### config.mk
export PLATFORM = sky130hd
export DESIGN_NAME = pio_pattern_seq
export DESIGN_NICKNAME = d
export VERILOG_FILES = /design/src/rtl/pio_seq_pkg.sv /design/src/rtl/pio_seq_timer.sv /design/src/rtl/pio_pattern_seq.sv
export SDC_FILE = /design/constraint.sdc
export NUM_CORES = 1
export LEC_CHECK = 0
export ABC_AREA = 1
export ABC_CLOCK_PERIOD_IN_PS = 2500
export CAP_MARGIN = 10
export CORE_ASPECT_RATIO = 0.75
export CORE_UTILIZATION = 50
export DETAILED_ROUTE_END_ITERATION = 8
export PLACE_DENSITY_LB_ADDON = 0.1
export SETUP_SLACK_MARGIN = 0.15
export SYNTH_ARGS = -nofsm -noshare
export SYNTH_HDL_FRONTEND = slang
export SYNTH_SLANG_ARGS = --single-unit
### constraint.sdc
create_clock -name clk -period 2.5 [get_ports clk]
set_clock_uncertainty 0.2 [all_clocks]
set_input_delay 0.5 -clock clk [delete_from_list [all_inputs] [get_ports clk]]
set_output_delay 0.5 -clock clk [all_outputs]
set_load 0.1 [all_outputs]
### src/rtl/pio_seq_pkg.sv
// Shared definitions for the PIO pattern sequencer: FSM states, config map,
// step op codes and the PIO slave offsets the ops target.
package pio_seq_pkg;

  typedef enum logic [1:0] {
    ST_IDLE,
    ST_ISSUE,
    ST_WAIT
  } state_e;

  localparam logic [3:0] REG_CTRL     = 4'd0;
  localparam logic [3:0] REG_INTERVAL = 4'd1;
  localparam logic [3:0] REG_LENGTH   = 4'd2;
  localparam logic [3:0] REG_STATUS   = 4'd3;

  localparam logic [1:0] OP_WRITE = 2'b00;
  localparam logic [1:0] OP_SET   = 2'b01;
  localparam logic [1:0] OP_CLEAR = 2'b10;
  localparam logic [1:0] OP_NOP   = 2'b11;

  localparam logic [2:0] PIO_DATA  = 3'd0;
  localparam logic [2:0] PIO_SET   = 3'd4;
  localparam logic [2:0] PIO_CLEAR = 3'd5;

  function automatic logic [2:0] opToPio(input logic [1:0] op);
    case (op)
      OP_SET:   return PIO_SET;
      OP_CLEAR: return PIO_CLEAR;
      default:  return PIO_DATA;
    endcase
  endfunction

endpackage

### src/rtl/pio_seq_timer.sv
// Loadable down-counter timing the gap between steps; expire flags the last
// waiting cycle so the next step issues on the following edge.
module pio_seq_timer #(
  parameter int IW = 16
) (
  input  logic          clk,
  input  logic          reset_n,
  input  logic          load_i,
  input  logic [IW-1:0] loadValue_i,
  input  logic          enable_i,
  output logic          expire_o
);

  logic [IW-1:0] count_q;

  always_ff @(posedge clk or negedge reset_n) begin
    if (!reset_n) begin
      count_q <= '0;
    end else if (load_i) begin
      count_q <= loadValue_i;
    end else if (enable_i && (count_q != '0)) begin
      count_q <= count_q - 1'b1;
    end
  end

  assign expire_o = enable_i && (count_q == IW'(1));

endmodule

### src/rtl/pio_pattern_seq.sv
// Plays a small table of PIO write/set/clear steps onto a PIO slave, spaced by
// a programmable interval, with optional looping and a done interrupt.
module pio_pattern_seq
  import pio_seq_pkg::*;
#(
  parameter int NSTEPS = 8,
  parameter int IW     = 16
) (
  input  logic        clk,
  input  logic        reset_n,
  input  logic [3:0]  s_address,
  input  logic        s_chipselect,
  input  logic        s_write_n,
  input  logic [31:0] s_writedata,
  output logic [31:0] s_readdata,
  output logic [2:0]  m_address,
  output logic        m_chipselect,
  output logic        m_write_n,
  output logic [31:0] m_writedata,
  output logic        irq
);

  localparam int         IDXW   = (NSTEPS > 1) ? $clog2(NSTEPS) : 1;
  localparam logic [2:0] MAXLEN = 3'(NSTEPS - 1);

  state_e        state_q, state_d;
  logic [2:0]    stepIdx_q, stepIdx_d;
  logic [2:0]    lenRun_q, lenRun_d;
  logic          done_q, done_d;
  logic          loop_q, irqEn_q;
  logic [IW-1:0] interval_q;
  logic [2:0]    length_q;
  logic [9:0]    pattern_q [NSTEPS];
  logic [2:0]    mAddr_q;
  logic [7:0]    mData_q;

  logic          wrEn, ctrlWr, statusWr, patWr, patRdSel;
  logic          startReq, stopReq, advance, lastStep, issuing, intervalShort, expire;
  logic [9:0]    curEntry;
  logic [1:0]    curOp;
  logic [2:0]    lengthIn;
  logic [IW-1:0] loadValue;
  logic          unusedWdata;

  assign wrEn     = s_chipselect && !s_write_n;
  assign ctrlWr   = wrEn && (s_address == REG_CTRL);
  assign statusWr = wrEn && (s_address == REG_STATUS);
  assign patRdSel = s_address[3] && (int'(s_address[2:0]) < NSTEPS);
  assign patWr    = wrEn && patRdSel;
  assign startReq = ctrlWr && s_writedata[0] && !s_writedata[1];
  assign stopReq  = ctrlWr && s_writedata[1];
  assign lengthIn = (int'(s_writedata[2:0]) >= NSTEPS) ? MAXLEN : s_writedata[2:0];
  assign unusedWdata = ^s_writedata;

  assign curEntry = pattern_q[stepIdx_q[IDXW-1:0]];
  assign curOp    = curEntry[9:8];
  assign issuing  = (state_q == ST_ISSUE) && (curOp != OP_NOP);

  // Intervals of 0 and 1 both mean the next step issues on the very next cycle.
  assign intervalShort = (interval_q <= IW'(1));
  assign loadValue     = intervalShort ? '0 : (interval_q - 1'b1);
  assign advance       = ((state_q == ST_ISSUE) && intervalShort) ||
                         ((state_q == ST_WAIT) && expire);
  assign lastStep      = (stepIdx_q == lenRun_q);

  pio_seq_timer #(.IW(IW)) timerInst (
    .clk         (clk),
    .reset_n     (reset_n),
    .load_i      (state_q == ST_ISSUE),
    .loadValue_i (loadValue),
    .enable_i    (state_q == ST_WAIT),
    .expire_o    (expire)
  );

  always_comb begin
    state_d   = state_q;
    stepIdx_d = stepIdx_q;
    lenRun_d  = lenRun_q;
    done_d    = done_q;
    if (statusWr && s_writedata[0]) begin
      done_d = 1'b0;
    end
    case (state_q)
      ST_IDLE: begin
        if (startReq) begin
          state_d   = ST_ISSUE;
          stepIdx_d = '0;
          lenRun_d  = length_q;
        end
      end
      ST_ISSUE, ST_WAIT: begin
        if (stopReq) begin
          state_d = ST_IDLE;
        end else if (advance) begin
          if (lastStep && !loop_q) begin
            state_d = ST_IDLE;
            done_d  = 1'b1;
          end else begin
            state_d   = ST_ISSUE;
            stepIdx_d = lastStep ? 3'd0 : (stepIdx_q + 3'd1);
          end
        end else if (state_q == ST_ISSUE) begin
          state_d = ST_WAIT;
        end
      end
      default: state_d = ST_IDLE;
    endcase
  end

  always_ff @(posedge clk or negedge reset_n) begin
    if (!reset_n) begin
      state_q   <= ST_IDLE;
      stepIdx_q <= '0;
      lenRun_q  <= '0;
      done_q    <= 1'b0;
    end else begin
      state_q   <= state_d;
      stepIdx_q <= stepIdx_d;
      lenRun_q  <= lenRun_d;
      done_q    <= done_d;
    end
  end

  always_ff @(posedge clk or negedge reset_n) begin
    if (!reset_n) begin
      loop_q     <= 1'b0;
      irqEn_q    <= 1'b0;
      interval_q <= '0;
      length_q   <= '0;
      mAddr_q    <= '0;
      mData_q    <= '0;
      for (int i = 0; i < NSTEPS; i++) pattern_q[i] <= '0;
    end else begin
      if (ctrlWr) begin
        loop_q  <= s_writedata[2];
        irqEn_q <= s_writedata[3];
      end
      if (wrEn && (s_address == REG_INTERVAL)) interval_q <= s_writedata[IW-1:0];
      if (wrEn && (s_address == REG_LENGTH))   length_q   <= lengthIn;
      if (patWr) pattern_q[s_address[IDXW-1:0]] <= s_writedata[9:0];
      if (issuing) begin
        mAddr_q <= opToPio(curOp);
        mData_q <= curEntry[7:0];
      end
    end
  end

  // The strobe is driven straight from the ISSUE state so an async reset kills it at once.
  assign m_chipselect = issuing;
  assign m_write_n    = !issuing;
  assign m_address    = issuing ? opToPio(curOp) : mAddr_q;
  assign m_writedata  = {24'b0, (issuing ? curEntry[7:0] : mData_q)};
  assign irq          = done_q && irqEn_q;

  always_comb begin
    s_readdata = '0;
    case (s_address)
      REG_CTRL:     s_readdata = {28'b0, irqEn_q, loop_q, 1'b0, (state_q != ST_IDLE)};
      REG_INTERVAL: s_readdata[IW-1:0] = interval_q;
      REG_LENGTH:   s_readdata = {29'b0, length_q};
      REG_STATUS:   s_readdata = {31'b0, done_q};
      default: begin
        if (patRdSel) s_readdata = {22'b0, pattern_q[s_address[IDXW-1:0]]};
      end
    endcase
  end

endmodule

==> flow_metrics.env, run 1 <==
export IMPL_r2r_end="mAddr_q[2]$_DFF_PN0_"
export IMPL_hold_path_end="length_q[0]$_DFFE_PN0P_"
export IMPL_drtIter0Drc=1099
export IMPL_switching_share_pct=44.74
export IMPL_ir_drop_mv=0.6266
export IMPL_fillCellCount=1219
export IMPL_gr_total_overflow=0
export IMPL_combinationalPowerShare_pct=49.3
export IMPL_drc=0
export IMPL_cts_tree="built"
export IMPL_via_per_inst=5.529
export IMPL_max_cap_viol_count=0
export IMPL_critPathMaxFanout=6
export IMPL_die_h_um=112.6
export IMPL_yosysTopAreaCellShare_pct=42.01
export IMPL_violations="setup timing"
export IMPL_worstMarginPinSlew_ns=0.4982
export IMPL_reg2reg_depth=13
export IMPL_cts_root_buf="clkbuf_16"
export IMPL_leakage_nw=5.273
export IMPL_hold_depth=2
export IMPL_power_density_nw_per_um2=1012
export IMPL_num_io_pins=110
export IMPL_rows=40
export IMPL_critPathKind="reg -> out"
export IMPL_critical_path_max_stage_delay_ns=0.47
export IMPL_min_period_ns=3.219
export IMPL_cts_buffer_depth=2
export IMPL_nets=1304
export IMPL_gr_usage_all_layers_pct=33.25
export IMPL_setup_violations=20
export IMPL_dr_pass1_iters=5
export IMPL_portBuffers=53
export IMPL_hp_start="length_q[0]$_DFFE_PN0P_"
export IMPL_cts_sinks=137
export IMPL_cts_htree_levels=4
export IMPL_final_common_cell="nand2_1"
export IMPL_syn_cell_area_um2=8162
export IMPL_critPathArrivalTime_ns=2.52
export IMPL_path_cells="inv_4 -> o21ai_0 -> a21oi_1 -> a31oi_1 -> buf_4 -> ha_4 -> nor2_4 -> inv_4 -> buf_12 -> buf_6 -> o21ai_4 -> buf_12"
export IMPL_place_inst=1401
export IMPL_max_freq_ghz=0.3107
export IMPL_multiInputGateArea_um2=4644
export IMPL_p_clk_share_pct=22.7
export IMPL_grt_first_pass_wirelength_mm=42.21
export IMPL_status="complete, but fails checks"
export IMPL_grt_start_max_net_pins=51
export IMPL_routed_wl_mm=26.81
export IMPL_layout_drive_gt1_share_pct=27.77
export IMPL_yosys_cell_types_count=40
export IMPL_diodes=0
export IMPL_synth_top_flop_cell="dfrtp_1"
export IMPL_fin_ws_ns=-0.7186
export IMPL_initial_utilization_pct=51.12
export IMPL_cp_num_buf_inv=6
export IMPL_rsz0062_at_grt="true"
export IMPL_required_ns=1.80
export IMPL_synth_cells=1096
export IMPL_slew_headroom_pct=66.35
export IMPL_async_flop_share_pct=100.0
export IMPL_synth_edf_count=0
export IMPL_stdcell_count=1474
export IMPL_maxSlewViolCount=0
export IMPL_dp_hpwl_mm=18.35
export IMPL_hold_viol_final=0
export IMPL_routabilityCongestion=0.9567
export IMPL_mostFrequentLayoutCells="nand2_1 (220), dfrtp_1 (134), o21ai_0 (123)"
export IMPL_numCtsBuffers=17
export IMPL_seq_power_share_pct=28.0
export IMPL_crit_family="buffers and inverters"
export IMPL_antenna_found_initial=0
export IMPL_setup_tns_ns=-8.572
export IMPL_power_switching_mw=5.231
export IMPL_synth_seq_cells=137
export IMPL_yosysSeqAreaShare_pct=42.01
export IMPL_core_um2=15970
export IMPL_hp_class="reg -> reg"
export IMPL_die_area_um2=16840
export IMPL_register_area_um2=3432
export IMPL_die_w_um=149.5
export IMPL_wire_per_inst_um=18.19
export IMPL_critPathCaptureType="output port"
export IMPL_r2r_start="stepIdx_q[0]$_DFFE_PN0P_"
export IMPL_dp_slack_ns=-0.5687
export IMPL_cpMaxStageDelayCell="dfrtp_2"
export IMPL_dr_total_vias=8150
export IMPL_worst_setup_path_start_kind="flip-flop"
export IMPL_synth_largest_area_cell="dfrtp_1"
export IMPL_hold_ws_ns=0.2857
export IMPL_area_growth_pct=41.50
export IMPL_grt_pass1_vias=7557
export IMPL_ant_nets=0
export IMPL_reg2reg_slack_ns=0.15
export IMPL_layout_worst_path_cycle_share_pct=128.7
export IMPL_p_int_mw=6.460
export IMPL_ys_warnings_count=0
export IMPL_clkTransAtPathRegs_ns=0.06
export IMPL_syn_area_per_cell_um2=7.447
export IMPL_clk_latency_ns=0.43
export IMPL_ys_top_cells_by_area="dfrtp_1 (42%), nand2_1 (12%), o21ai_0 (8.8%), inv_1 (5.1%), nor2_1 (4.4%)"
layer usage:
layer / global-route usage, % / part of all wire, %
met3: 7.967 / 10
met1: 50.04 / 46
met2: 46.33 / 42
met4: 10.95 / 2.0
met5: 0 / 0
worst reg2reg max path, delay by kind of cell (launching register included):
| kind | cells | cell delay (ns) |
|---|---|---|
| buffers and inverters | 6 | 0.79 |
| flip-flops | 1 | 0.47 |
| AO/OA/AOI/OAI | 4 | 0.38 |
| AND/OR/NAND/NOR | 2 | 0.25 |
| adder cells (fa/ha/maj) | 1 | 0.16 |
kinds of logic after synthesis:
logic type / Yosys count / share of synthesized area [%]
AND/OR/NAND/NOR: 449 / 24.10
AO/OA/AOI/OAI: 271 / 18.01
buffers and inverters: 212 / 12.42
flip-flops: 137 / 42.01
adder cells (fa/ha/maj): 13 / 1.993
XOR/XNOR: 12 / 1.288
other: 1 / 0.04595
multiplexers: 1 / 0.1380
final cells by class:
cell class,count,share of cell area [%]
Clock buffer,19,3.922
Clock inverter,13,1.430
Inverter,125,4.626
Multi-Input combinational cell,787,40.22
Sequential cell,137,29.72
Tap cell,210,2.275
Timing Repair Buffer,182,17.74
Timing Repair inverter,1,0.07584
Yosys cell counts, drive strengths merged, types with 9 or more instances:
master / n
nand4: 9
nor3: 9
inv: 124
nor2: 110
o211ai: 11
o21ai: 169
buf: 69
a21oi: 56
o22ai: 14
a22oi: 13
clkbuf: 18
dfrtp: 137
nand2: 262
nand3: 59
ha: 13
what timing repair did:
action | CTS | global route
pin swaps | 38 | 31
cloned | 3 | 0
gates resized for setup | 121 | 47
endpoints found under the hold margin | 28 | 0
hold buffers | 1 | 0
setup buffers | 22 | 15
endpoints found under the setup margin | 30 | 31
metrics by stage:
stage,power (mW),util [%],instance area [um^2]
global placement,8.401,62.88,10040
CTS,11.46,70.56,11270
finish,11.69,72.34,11550
floorplan,6.974,-,8796
global route,12.29,72.34,11550
detailed placement,8.472,62.88,10040
worst max path at each step:
stage	start	end	slack, ns	cells past startpoint
after floorplan	stepIdx_q[0]$_DFFE_PN0P_	m_address[1]	-0.28	10
after global placement	s_address[2]	s_readdata[6]	-0.51	9
after detailed placement	s_address[2]	s_readdata[6]	-0.57	9
after CTS	stepIdx_q[0]$_DFFE_PN0P_	m_writedata[2]	-0.69	11
after global routing	stepIdx_q[0]$_DFFE_PN0P_	m_address[2]	-0.79	14
final	stepIdx_q[0]$_DFFE_PN0P_	m_address[2]	-0.72	12
registers in the layout (all words and copies together) (netlist names), 2 cells and up:
register,flops
mData_q,8
interval_q,16
mAddr_q,3
timerInst.count_q,16
state_q,2
length_q,3
stepIdx_q,3
lenRun_q,3
pattern_q,80
power by group through the flow:
stage / Combinational, mW / Clock, mW / Sequential (mW)
after floorplan: 3.86 / 0 / 3.11
after global placement: 5.18 / 0 / 3.22
after detailed placement: 5.24 / 0 / 3.23
after CTS: 5.56 / 2.67 / 3.23
after global routing: 6.19 / 2.77 / 3.33
final: 5.76 / 2.66 / 3.27
No activity file was read; power rests on OpenSTA's default activity.
==> inputs of run 2 (changes only) <==
CORE_UTILIZATION = 40   (was 50)
==> run 2 against run 1 <==
The flow still finishes with violations (setup timing). Cell count is 2.6% higher. Worst hold slack barely moved. Via count shrank 2.7%. Clock power is 5% lower. Total power shrank 0.84%. Flip-flop and latch count unchanged. Setup slack lost 0.088 ns.
==> flow_metrics.env, run 2 (synthesis gave the netlist of run 1 again) <==
export IMPL_grt_start_max_net_pins=53
export IMPL_clkTransAtPathRegs_ns=0.06
export IMPL_layout_drive_gt1_share_pct=27.22
export IMPL_dpl_cell_area_um2=10180
export IMPL_die_h_um=125.7
export IMPL_core_um2=19650
export IMPL_power_density_nw_per_um2=1004
export IMPL_max_freq_ghz=0.3025
export IMPL_setup_violations=16
export IMPL_die_w_um=166.9
export IMPL_largest_register="pattern_q"
export IMPL_hp_class="reg -> reg"
export IMPL_cts_buffer_depth=2
export IMPL_critPathMaxFanout=5
export IMPL_fin_ws_ns=-0.8062
export IMPL_top_regs="pattern_q x80, interval_q x16, timerInst.count_q x16"
export IMPL_critPathCaptureType="output port"
export IMPL_final_common_cell="nand2_1"
export IMPL_portBuffers=53
export IMPL_rsz0062_at_grt="true"
export IMPL_max_cap_viol_count=0
export IMPL_dp_slack_ns=-0.5594
export IMPL_grt_pass1_vias=7194
export IMPL_min_period_ns=3.306
export IMPL_gr_total_overflow=0
export IMPL_via_per_inst=5.239
export IMPL_required_ns=1.80
export IMPL_critPathArrivalTime_ns=2.61
export IMPL_rows=44
export IMPL_ant_nets=0
export IMPL_status="complete, but fails checks"
export IMPL_layout_worst_path_cycle_share_pct=132.2
export IMPL_nets=1300
export IMPL_cts_htree_levels=4
export IMPL_initial_utilization_pct=41.53
export IMPL_mostFrequentLayoutCells="nand2_1 (219), dfrtp_1 (135), o21ai_0 (124)"
export IMPL_hold_viol_final=0
export IMPL_drtIter0Drc=879
export IMPL_dr_pass1_iters=5
export IMPL_drc=0
export IMPL_clk_latency_ns=0.43
export IMPL_area_growth_pct=41.44
export IMPL_largest_reg_flops=80
export IMPL_leakage_nw=5.221
export IMPL_gr_usage_all_layers_pct=26.25
export IMPL_routabilityCongestion=0.8811
export IMPL_worstMarginPinSlew_ns=0.5036
export IMPL_cts_tree="built"
export IMPL_violations="setup timing"
export IMPL_final_cell_area_um2=11540
export IMPL_cts_root_buf="clkbuf_16"
export IMPL_num_io_pins=110
export IMPL_antenna_found_initial=0
export IMPL_cts_sinks=137
export IMPL_maxSlewViolCount=0
export IMPL_place_inst=1454
export IMPL_dp_hpwl_mm=19.05
export IMPL_ir_drop_mv=0.4408
export IMPL_wire_per_inst_um=17.51
export IMPL_routed_wl_mm=26.49
export IMPL_diodes=0
export IMPL_numCtsBuffers=17
export IMPL_critPathKind="reg -> out"
export IMPL_grt_first_pass_wirelength_mm=41.70
export IMPL_worst_setup_path_start_kind="flip-flop"
export IMPL_dr_total_vias=7926
export IMPL_slew_headroom_pct=66.42
export IMPL_die_area_um2=20990
export IMPL_stdcell_count=1513
-- run 2: cell count changes in the layout (fill, tap and decap cells not counted), sizes merged --
cell,change
buf,-3
clkinv,-3
bufinv,-2
clkbuf,+2
clkinvlp,+2
inv,+1
nand3,-1
-- run 2: final timing paths --
| check | start | end | slack, ns | cells after the start |
|---|---|---|---|---|
| hold / removal | pattern_q[60]$_DFFE_PN0P_ | pattern_q[60]$_DFFE_PN0P_ | 0.29 | 2 |
| hold reg to reg | pattern_q[60]$_DFFE_PN0P_ | pattern_q[60]$_DFFE_PN0P_ | 0.29 | 2 |
| max in group asynchronous | reset_n | pattern_q[48]$_DFFE_PN0P_ | 1.04 | 3 |
| setup / recovery | stepIdx_q[0]$_DFFE_PN0P_ | m_writedata[7] | -0.81 | 12 |
| min in group asynchronous | reset_n | mAddr_q[1]$_DFF_PN0_ | 0.38 | 2 |
| setup reg to reg | stepIdx_q[0]$_DFFE_PN0P_ | mData_q[7]$_DFF_PN0_ | 0.20 | 12 |
-- run 2: power by group --
group	switching (mW)	leakage (nW)	total, mW	internal [mW]
combinational	3.69	3.23	5.79	2.10
clock	1.05	0.283	2.54	1.49
sequential	0.486	1.71	3.25	2.77
total	5.23	5.22	11.6	6.36
-- run 2: per-layer routing --
layer	wire (um)	global-route usage (%)	part of all wire [%]	up-vias
li1	-	-	-	3812
met1	13130	40.60	50	3745
met2	10870	36.50	41	332
met3	2052	5.657	7.7	37
met4	443	6.699	1.7	0
met5	0	0	0	-
-- run 2: layout make-up --
cell class / count / area [um^2]
Fill cell: 1778 / 8110
Multi-Input combinational cell: 786 / 4608
Sequential cell: 137 / 3431
Timing Repair Buffer: 179 / 2049
Inverter: 125 / 539.3
Clock buffer: 21 / 480.5
Tap cell: 253 / 316.6
Clock inverter: 11 / 110.1
Timing Repair inverter: 1 / 8.758
-- run 2: per-stage QoR --
| step | power [mW] | setup TNS (ns) | hold WS (ns) | utilization [%] |
|---|---|---|---|---|
| 5_1_grt | 12.24 | -10.93 | 0.3015 | 58.73 |
| 3_5_place_dp | 8.582 | -11.82 | 0.2725 | 51.80 |
| 6_report | 11.59 | -9.661 | 0.2856 | 58.73 |
| 2_1_floorplan | 6.974 | -2.632 | 0.004409 | - |
| 3_3_place_gp | 8.539 | -11.63 | 0.2678 | 51.80 |
| 4_1_cts | 11.48 | -9.488 | 0.2881 | 57.80 |
-- run 2: timing repair --
| item | CTS | global route |
|---|---|---|
| gates resized for setup | 123 | 46 |
| cloned | 2 | 0 |
| hold buffers | 1 | 0 |
| pin swaps | 40 | 30 |
| setup endpoints to repair | 39 | 39 |
| hold endpoints to repair | 45 | 0 |
| setup buffers | 20 | 4 |
-- run 2: critical path, cell delays in order (launching register included) --
cell and delay (ns):
dfrtp_2 0.42, buf_12 0.15, buf_6 0.12, o211ai_1 0.18
a31oi_1 0.11, buf_4 0.18, ha_4 0.16, nor2_4 0.16
buf_6 0.13, o211ai_1 0.14, buf_4 0.20, nand2_8 0.06
buf_12 0.16
